--- config.mk ---
export PLATFORM = sky130hd
export DESIGN_NAME = bcd_to_binary
export DESIGN_NICKNAME = d
export VERILOG_FILES = /design/src/rtl/bcd_to_binary.sv
export SDC_FILE = /design/constraint.sdc
export NUM_CORES = 1
export LEC_CHECK = 0
export ABC_AREA = 0
export BUFFER_PORTS_ARGS = -buffer_cell sky130_fd_sc_hd__buf_2
export CAP_MARGIN = 25
export CORE_UTILIZATION = 31
export DETAILED_ROUTE_END_ITERATION = 10
export PLACE_DENSITY = 0.48
export SLEW_MARGIN = 0
export SYNTH_ARGS = -nofsm -noshare
export SYNTH_HDL_FRONTEND = slang
export SYNTH_SLANG_ARGS = --single-unit
--- constraint.sdc ---
create_clock -name i_Clock -period 2 [get_ports i_Clock]
set_input_delay 0.1 -clock i_Clock [delete_from_list [all_inputs] [get_ports i_Clock]]
set_output_delay 0.1 -clock i_Clock [all_outputs]
set_load 0.05 [all_outputs]
--- src/rtl/bcd_to_binary.sv ---
// Sequential packed-BCD to unsigned binary converter (reverse double-dabble, one digit corrected per clock).
// Optional nibble range check with o_Error is enabled by defining BCD_TO_BINARY_ERR_EN.
module bcd_to_binary #(
    parameter int DECIMAL_DIGITS = 4,
    parameter int OUTPUT_WIDTH   = 16
) (
    input  logic                          i_Clock,
    input  logic                          i_Reset,
    input  logic [DECIMAL_DIGITS*4-1:0]   i_BCD,
    input  logic                          i_Start,
    output logic [OUTPUT_WIDTH-1:0]       o_Binary,
    output logic                          o_DV,
    output logic                          o_Busy
`ifdef BCD_TO_BINARY_ERR_EN
    ,
    output logic                          o_Error
`endif
);

    localparam int BCD_W = DECIMAL_DIGITS * 4;
    localparam int IDX_W = (DECIMAL_DIGITS > 1) ? $clog2(DECIMAL_DIGITS) : 1;
    localparam int CNT_W = (OUTPUT_WIDTH > 1) ? $clog2(OUTPUT_WIDTH) : 1;
    localparam logic [IDX_W-1:0] LAST_IDX = IDX_W'(DECIMAL_DIGITS - 1);
    localparam logic [CNT_W-1:0] LAST_CNT = CNT_W'(OUTPUT_WIDTH - 1);

    typedef enum logic [2:0] {
        IDLE              = 3'd0,
        SHIFT             = 3'd1,
        CHECK_SHIFT_INDEX = 3'd2,
        SUB               = 3'd3,
        CHECK_DIGIT_INDEX = 3'd4,
        DONE              = 3'd5
    } state_t;

    state_t                  r_State;
    logic [BCD_W-1:0]        r_BCD;
    logic [OUTPUT_WIDTH-1:0] r_Bin;
    logic [CNT_W-1:0]        r_Loop;
    logic [IDX_W-1:0]        r_Digit;
    logic [OUTPUT_WIDTH-1:0] r_Binary;
    logic                    r_DV;
    logic                    r_Busy;
    logic [BCD_W-1:0]        w_BCD_Sub;

    // Only the digit selected by r_Digit is corrected; MSB set means the digit is >= 8.
    always_comb begin
        w_BCD_Sub = r_BCD;
        for (int i = 0; i < DECIMAL_DIGITS; i++) begin
            if (IDX_W'(i) == r_Digit && r_BCD[i*4+3]) begin
                w_BCD_Sub[i*4 +: 4] = r_BCD[i*4 +: 4] - 4'd3;
            end
        end
    end

`ifdef BCD_TO_BINARY_ERR_EN
    logic r_Err_Flag;
    logic r_Error;
    logic w_Bad_Nibble;

    // A nibble is above 9 when bit 3 is set together with bit 2 or bit 1.
    always_comb begin
        w_Bad_Nibble = 1'b0;
        for (int i = 0; i < DECIMAL_DIGITS; i++) begin
            if (i_BCD[i*4+3] && (i_BCD[i*4+2] || i_BCD[i*4+1])) begin
                w_Bad_Nibble = 1'b1;
            end
        end
    end

    always_ff @(posedge i_Clock) begin
        if (i_Reset) begin
            r_Err_Flag <= 1'b0;
            r_Error    <= 1'b0;
        end else if (r_State == IDLE && i_Start) begin
            r_Err_Flag <= w_Bad_Nibble;
        end else if (r_State == DONE) begin
            r_Error <= r_Err_Flag;
        end
    end

    assign o_Error = r_Error;
`endif

    // Handshake: i_Start is a request taken only in IDLE (including the cycle o_DV is high);
    // o_DV is a one-cycle, unstalled result strobe with no back-pressure.
    always_ff @(posedge i_Clock) begin
        if (i_Reset) begin
            r_State  <= IDLE;
            r_BCD    <= '0;
            r_Bin    <= '0;
            r_Loop   <= '0;
            r_Digit  <= '0;
            r_Binary <= '0;
            r_DV     <= 1'b0;
            r_Busy   <= 1'b0;
        end else begin
            case (r_State)
                IDLE: begin
                    r_DV <= 1'b0;
                    if (i_Start) begin
                        r_BCD   <= i_BCD;
                        r_Bin   <= '0;
                        r_Busy  <= 1'b1;
                        r_State <= SHIFT;
                    end
                end
                SHIFT: begin
                    {r_BCD, r_Bin} <= {1'b0, r_BCD, r_Bin[OUTPUT_WIDTH-1:1]};
                    r_State        <= CHECK_SHIFT_INDEX;
                end
                CHECK_SHIFT_INDEX: begin
                    if (r_Loop == LAST_CNT) begin
                        r_Loop  <= '0;
                        r_State <= DONE;
                    end else begin
                        r_Loop  <= r_Loop + 1'b1;
                        r_State <= SUB;
                    end
                end
                SUB: begin
                    r_BCD   <= w_BCD_Sub;
                    r_State <= CHECK_DIGIT_INDEX;
                end
                CHECK_DIGIT_INDEX: begin
                    if (r_Digit == LAST_IDX) begin
                        r_Digit <= '0;
                        r_State <= SHIFT;
                    end else begin
                        r_Digit <= r_Digit + 1'b1;
                        r_State <= SUB;
                    end
                end
                DONE: begin
`ifdef BCD_TO_BINARY_ERR_EN
                    r_Binary <= r_Err_Flag ? '0 : r_Bin;
`else
                    r_Binary <= r_Bin;
`endif
                    r_DV     <= 1'b1;
                    r_Busy   <= 1'b0;
                    r_State  <= IDLE;
                end
                default: begin
                    r_State <= IDLE;
                end
            endcase
        end
    end

    assign o_Binary = r_Binary;
    assign o_DV     = r_DV;
    assign o_Busy   = r_Busy;

endmodule
==> run_results.csv, run 1 <==
group,metric,value,unit
synthesis,yosys_warnings,0,
timing,fmax,0.593,GHz
synthesis,yosysSeqAreaShare,0.440,
global_route,grt_max_degree,34,
detailed_routing,vias,2385,
timing,final-max-slew-violation-count,0,
die,die_y,95.0,um
detailed_routing,viasPerCell,5.10,
synthesis,yosysTopAreaCellShare,0.440,
setup_path,crit_type,"flip-flop to flip-flop",
final_layout,layout-drive-gt1-share,0.182,
timing,setup_tns,0,ps
timing,rsz0062_at_grt,"no",
cts,path_clk_slew,60,ps
synthesis,synth_area_leaders,"dfxtp_1, a21oi_1, nand2_1",
placement,port_buffers,36,
placement,place_area,2970,um^2
cts,clock-sinks,59,
placement,pre_cts_ws,332,ps
global_route,grt_pass1_wl,10600,um
synthesis,synth.avg_cell_area,8.31,um^2
final_layout,diodes,0,
setup_path,critPathArrivalTime,1910,ps
cts,insertion_delay,330,ps
final_layout,fill_cells,888,
timing,setup_ws,313,ps
cts,post_cts_buffers,0,
timing,hold_slack,82.5,ps
synthesis,yosysUniqueCellTypes,35,
detailed_routing,routedWlPerCell,13.2,um
synthesis,ys_seq_elements,59,
synthesis,synth_ff_type,"dfxtp_1",
synthesis,async_reset_ff_frac,0,
outcome,status,"finished clean",
synthesis,yosys.cell_count.top_type,"dfxtp_1",
final_layout,fin_cells,468,
cts,cts-buffers-inserted,9,
detailed_routing,drt_pass1_iterations,6,
setup_path,endpoint_kind,"flip-flop",
final_layout,final_area,3140,um^2
cts,cts_resized,0,
timing,worstMarginPinSlew,539,ps
detailed_routing,drc_errors,0,
global_route,grt_pass1_vias,2239,
power,ir_drop,0.000337,V
run,cap_violations,0,
placement,placedCellCount,453,
detailed_routing,drtIter0Drc,100,
cts,clockBufferDepth,2,
global_route,grt_usage,0.152,
synthesis,synth_edf_count,0,
placement,hpwlAfterDp,4160,um
global_route,antenna_found_initial,0,
cts,ctsHoldBuffers,0,
die,design.core.area,8300,um^2
cts,cts_tree,"built",
detailed_routing,ant_nets,0,
synthesis,synth.net_count,351,
die,initial_utilization,0.323,
timing,timing.final.crit_share,0.844,
final_layout,area_growth_syn_to_layout,17.1,%
cts,htree_levels,3,
placement,place.gp.congestion,0.746,
power,p_per_area,828,nW/um^2
final_layout,multiInputGateArea,1390,um^2
cts,root_buffer,"clkbuf_8",
timing,setup_violations,0,
power,p_leak,1.22,nW
die,fp-row-count,33,
die,die_w,95.0,um
detailed_routing,drt-total-wl,6190,um
timing,finalClockSkew,6.91,ps
setup_path,critical_path_required,2220,ps
final_layout,seqCellArea,1180,um^2
min_path,min_path_type,"primary input to flip-flop",
die,ioPinCount,37,
synthesis,yosys.area.top_type,"dfxtp_1",
final_layout,fin_nets,387,
timing,relSlewSlack,0.640,
global_route,grt-ovfl-total,0,
timing,hold_viol,0,
setup_path,path_max_fanout,12,
timing,period_minus_slack,1690,ps
die,dieArea,9030,um^2
setup_path,startpoint_type,"flip-flop",
synthesis,synth_area,2680,um^2
synthesis,postSynthCellCount,323,
synthesis,synth_common_cells,"dfxtp_1, nand2_1, a21oi_1",
==> per-stage QoR <==
step,total power [W],util
2_1_floorplan,0.00159,-
3_3_place_gp,0.00169,0.357
3_5_place_dp,0.00170,0.358
4_1_cts,0.00264,0.379
5_1_grt,0.00276,0.379
6_report,0.00260,0.379
==> report_power, final <==
part           leakage, nW  switching [W]  total, W  internal [W]
combinational        0.659       0.000227  0.000386      0.000159
sequential           0.479      0.0000615   0.00129       0.00123
clock               0.0839       0.000461  0.000929      0.000469
total                 1.22       0.000749   0.00260       0.00185
==> final timing paths <==
check,start,to,slack [ps],cells past startpoint
setup / recovery,r_State[0],r_BCD[2],310,5
hold / removal,i_BCD[9],r_BCD[9],80,3
setup reg to reg,r_State[0],r_BCD[2],310,5
hold reg to reg,o_Binary[5],o_Binary[5],450,2
==> per-layer routing <==
metal | global-route usage | vias to the layer above | share of wire
li1 | - | 1215 | -
met1 | 0.206 | 1121 | 0.51
met2 | 0.229 | 41 | 0.43
met3 | 0.0391 | 8 | 0.037
met4 | 0.0657 | 0 | 0.015
met5 | 0 | - | 0
==> sequential cells by signal, indices dropped and copies added, names as in the netlist <==
register  flops
o_Binary     16
o_Busy        1
o_DV          1
r_BCD        16
r_Bin        16
r_Digit       2
r_Loop        4
r_State       3
==> placed cells by master, fill, tap and decap left out, drive strengths merged, types with 8 or more instances in the layout <==
master / synthesis / final
a21oi: 46 / 46
a22oi: 17 / 17
buf: 13 / 46
clkbuf: 8 / 10
dfxtp: 59 / 59
ha: 9 / 9
nand2: 50 / 50
nand2b: 8 / 8
nor2: 40 / 40
o21ai: 11 / 11
==> final cells by class <==
type / count / share of cell area
timing repair buffer: 46 / 0.0812
clock buffer: 10 / 0.0438
clock inverter: 5 / 0.00956
multi-input combinational: 238 / 0.442
tap: 105 / 0.0418
inverter: 5 / 0.00597
sequential: 59 / 0.376
==> kinds of logic (layout without fill, tap and decap cells) <==
family | after synthesis | in the layout | share of synthesized area
AOI/OAI and AO/OA | 107 | 107 | 0.258
xor gates and xnor gates | 2 | 2 | 0.00653
and+or+nand+nor | 114 | 114 | 0.186
muxes | 6 | 6 | 0.0228
buffers and inverters | 26 | 66 | 0.0448
adders and majority gates | 9 | 9 | 0.0420
DFF | 59 | 59 | 0.440
==> critical path, cell delays in order, from the launching register on <==
cell and delay, ps:
dfxtp_1 510, nand2b_1 330, nor2_2 150, buf_4 200, a222oi_1 100, o32ai_1 280
Note: power is estimated with default switching activity, not from simulation.
==> inputs of run 2 (changes only) <==
--- a/config.mk
+++ b/config.mk
@@ -5,12 +5,12 @@
 export SDC_FILE = /design/constraint.sdc
 export NUM_CORES = 1
 export LEC_CHECK = 0
-export ABC_AREA = 0
+export ABC_AREA = 1
 export BUFFER_PORTS_ARGS = -buffer_cell sky130_fd_sc_hd__buf_2
 export CAP_MARGIN = 25
 export CORE_UTILIZATION = 31
 export DETAILED_ROUTE_END_ITERATION = 10
-export PLACE_DENSITY = 0.48
+export PLACE_DENSITY = 0.5
 export SLEW_MARGIN = 0
 export SYNTH_ARGS = -nofsm -noshare
 export SYNTH_HDL_FRONTEND = slang
==> constraint.sdc (replaced) <==
create_clock -name i_Clock -period 1.5 [get_ports i_Clock]
set_input_delay 0.075 -clock i_Clock [delete_from_list [all_inputs] [get_ports i_Clock]]
set_output_delay 0.075 -clock i_Clock [all_outputs]
set_load 0.05 [all_outputs]
==> run 2 against run 1 <==
Worst hold slack worse by 71 ps. Combinational power is 98% higher. Global-route usage down 0.94 points.
==> run_results.csv, run 2 <==
group,metric,value,unit
die,die_y,97.0,um
global_route,grt-ovfl-total,0,
final_layout,diodes,0,
power,p_int,0.00290,W
cts,path_clk_slew,70,ps
synthesis,yosysUniqueCellTypes,26,
placement,hpwlAfterDp,4360,um
timing,period_minus_slack,1330,ps
placement,port_buffers,36,
synthesis,yosysTopAreaCellShare,0.423,
synthesis,synth_common_cells,"nand2_1, nor2_1, dfxtp_1",
setup_path,r2r_cells,7,
power,p_switching,0.00125,W
global_route,grtUsageMet1,0.181,
synthesis,yosysSeqAreaShare,0.423,
outcome,status,"finished clean",
synthesis,yosys.area.top_type,"dfxtp_1",
cts,clockBufferDepth,2,
power,p_clk_frac,0.393,
setup_path,crit_type,"flip-flop to flip-flop",
cts,insertion_delay,350,ps
detailed_routing,drt_pass1_iterations,4,
cts,cts_tree,"built",
setup_path,reg2reg_to,"r_BCD[4]",
synthesis,synth.avg_cell_area,6.90,um^2
setup_path,critical_path_required,1710,ps
synthesis,synth.net_count,433,
cts,cts-buffers-inserted,9,
detailed_routing,drc_errors,0,
die,die_w,97.0,um
power,pwr-share-comb,0.184,
final_layout,fin_nets,484,
cts,htree_levels,3,
setup_path,critPathArrivalTime,1550,ps
die,dieArea,9400,um^2
final_layout,fill_cells,930,
cts,clock-sinks,59,
global_route,antenna_found_initial,0,
synthesis,synth_edf_count,0,
detailed_routing,routedWlPerCell,10.9,um
timing,worstMarginPinSlew,357,ps
die,design.core.area,8720,um^2
power,ir_drop,0.000556,V
final_layout,area_growth_syn_to_layout,22.0,%
synthesis,async_reset_ff_frac,0,
min_path,hold_path_depth,3,
power,p_per_area,1220,nW/um^2
global_route,grt_busiest_layer,"met2",
die,initial_utilization,0.321,
global_route,grt_pass1_wl,11000,um
synthesis,synth_ff_type,"dfxtp_1",
detailed_routing,ant_nets,0,
setup_path,startpoint_type,"flip-flop",
detailed_routing,drt-total-wl,6200,um
die,fp-row-count,34,
run,cap_violations,0,
synthesis,synth_area_leaders,"dfxtp_1, nand2_1, nor2_1",
detailed_routing,viasPerCell,4.59,
cts,ctsHoldBuffers,0,
placement,place_area,3170,um^2
synthesis,yosys_warnings,0,
power,power_frac_seq,0.423,
final_layout,final_area,3410,um^2
synthesis,ys_seq_elements,59,
timing,hold_viol,0,
timing,relSlewSlack,0.762,
power,switching_share,0.301,
cts,root_buffer,"clkbuf_8",
timing,final-max-slew-violation-count,0,
synthesis,synth_area,2800,um^2
die,ioPinCount,37,
timing,rsz0062_at_grt,"no",
synthesis,yosys.cell_count.top_type,"nand2_1",
final_layout,layout-drive-gt1-share,0.195,
timing,setup_tns,0,ps
min_path,min_path_type,"primary input to flip-flop",
synthesis,postSynthCellCount,405,
setup_path,path_max_fanout,6,
global_route,grt_usage,0.143,
global_route,grt_pass1_vias,2454,
power,p_leak,1.49,nW
setup_path,endpoint_kind,"flip-flop",
setup_path,rrSetupSlack,170,ps
final_layout,final_cell_mix,"nand2_1, nor2_1, dfxtp_1, a21oi_1, buf_2",
min_path,hp-start,"i_BCD[15]",
global_route,grt_max_degree,32,
global_route,grt.met3_usage,0.0340,
timing,timing.final.crit_share,0.889,
setup_path,r2r_start,"r_State[1]",
global_route,gr-usage-met2,0.231,
timing,fmax,0.750,GHz
final_layout,final_common_cell,"nand2_1",
detailed_routing,vias,2610,
timing,finalClockSkew,8.51,ps
min_path,min_to,"r_BCD[15]",
placement,place.gp.congestion,0.792,
timing,setup_violations,0,
detailed_routing,drtIter0Drc,101,
-- run 2: cell families (layout without fill, tap and decap cells) --
family                   Yosys count  in the layout  share of synthesized area
AND/OR/NAND/NOR                  228            228                      0.346
adder cells (fa/ha/maj)            9              9                     0.0403
buffers and inverters             46            102                     0.0721
XOR/XNOR                           2              2                    0.00627
flip-flops                        59             59                      0.423
AO/OA/AOI/OAI                     61             61                      0.112
-- run 2: how the worst max path moves through the flow --
| stage | from | endpoint | slack (ps) | cells past startpoint |
|---|---|---|---|---|
| final | r_State[1] | r_BCD[4] | 170 | 7 |
| after global routing | r_State[0] | r_BCD[4] | 40 | 7 |
| after CTS | r_State[1] | r_BCD[4] | 90 | 7 |
| after detailed placement | r_State[1] | r_BCD[4] | 110 | 7 |
| after global placement | r_State[1] | r_BCD[4] | 110 | 7 |
| after floorplan | r_State[1] | r_Bin[10] | 190 | 7 |
-- run 2: routing by layer --
layer | up-vias | part of all wire
met5 | - | 0
met4 | 0 | 0.018
met3 | 12 | 0.040
met2 | 51 | 0.45
met1 | 1151 | 0.49
li1 | 1396 | -
-- run 2: area by class of cell --
type | count | area, um^2 | area share
Clock buffer | 9 | 124 | 0.0363
Inverter | 32 | 120 | 0.0352
Tap cell | 108 | 135 | 0.0396
Multi-Input combinational cell | 300 | 1420 | 0.417
Timing Repair Buffer | 54 | 328 | 0.0961
Clock inverter | 7 | 100 | 0.0294
Sequential cell | 59 | 1180 | 0.347
-- run 2: power groups by stage --
stage | sequential (W) | clock [W] | combinational (W)
2_1_floorplan | 0.00180 | 0 | 0.000526
3_3_place_gp | 0.00179 | 0 | 0.000758
3_5_place_dp | 0.00179 | 0 | 0.000763
4_1_cts | 0.00175 | 0.00168 | 0.000766
5_1_grt | 0.00177 | 0.00176 | 0.000887
6_report | 0.00176 | 0.00163 | 0.000765
-- run 2: timing repair --
item                                    CTS  global route
endpoints found under the setup margin    0             6
setup buffers                             0             1
gates resized for setup                   0             2
-- run 2: through the flow --
step	hold slack [ps]	setup WS (ps)	utilization	cells	total power, W
2_1_floorplan	152	186	-	405	0.00232
3_3_place_gp	355	105	0.363	552	0.00255
3_5_place_dp	359	109	0.363	552	0.00255
4_1_cts	1.54	93.2	0.389	568	0.00420
5_1_grt	48.2	38.7	0.391	569	0.00442
6_report	11.8	167	0.391	569	0.00415
-- run 2: critical path: stages (launching register included) --
cell	delay, ps
dfxtp_2	350
nor2_1	150
buf_4	140
nand3_2	140
nand3_2	200
inv_2	70
o21ai_0	70
a21oi_1	80
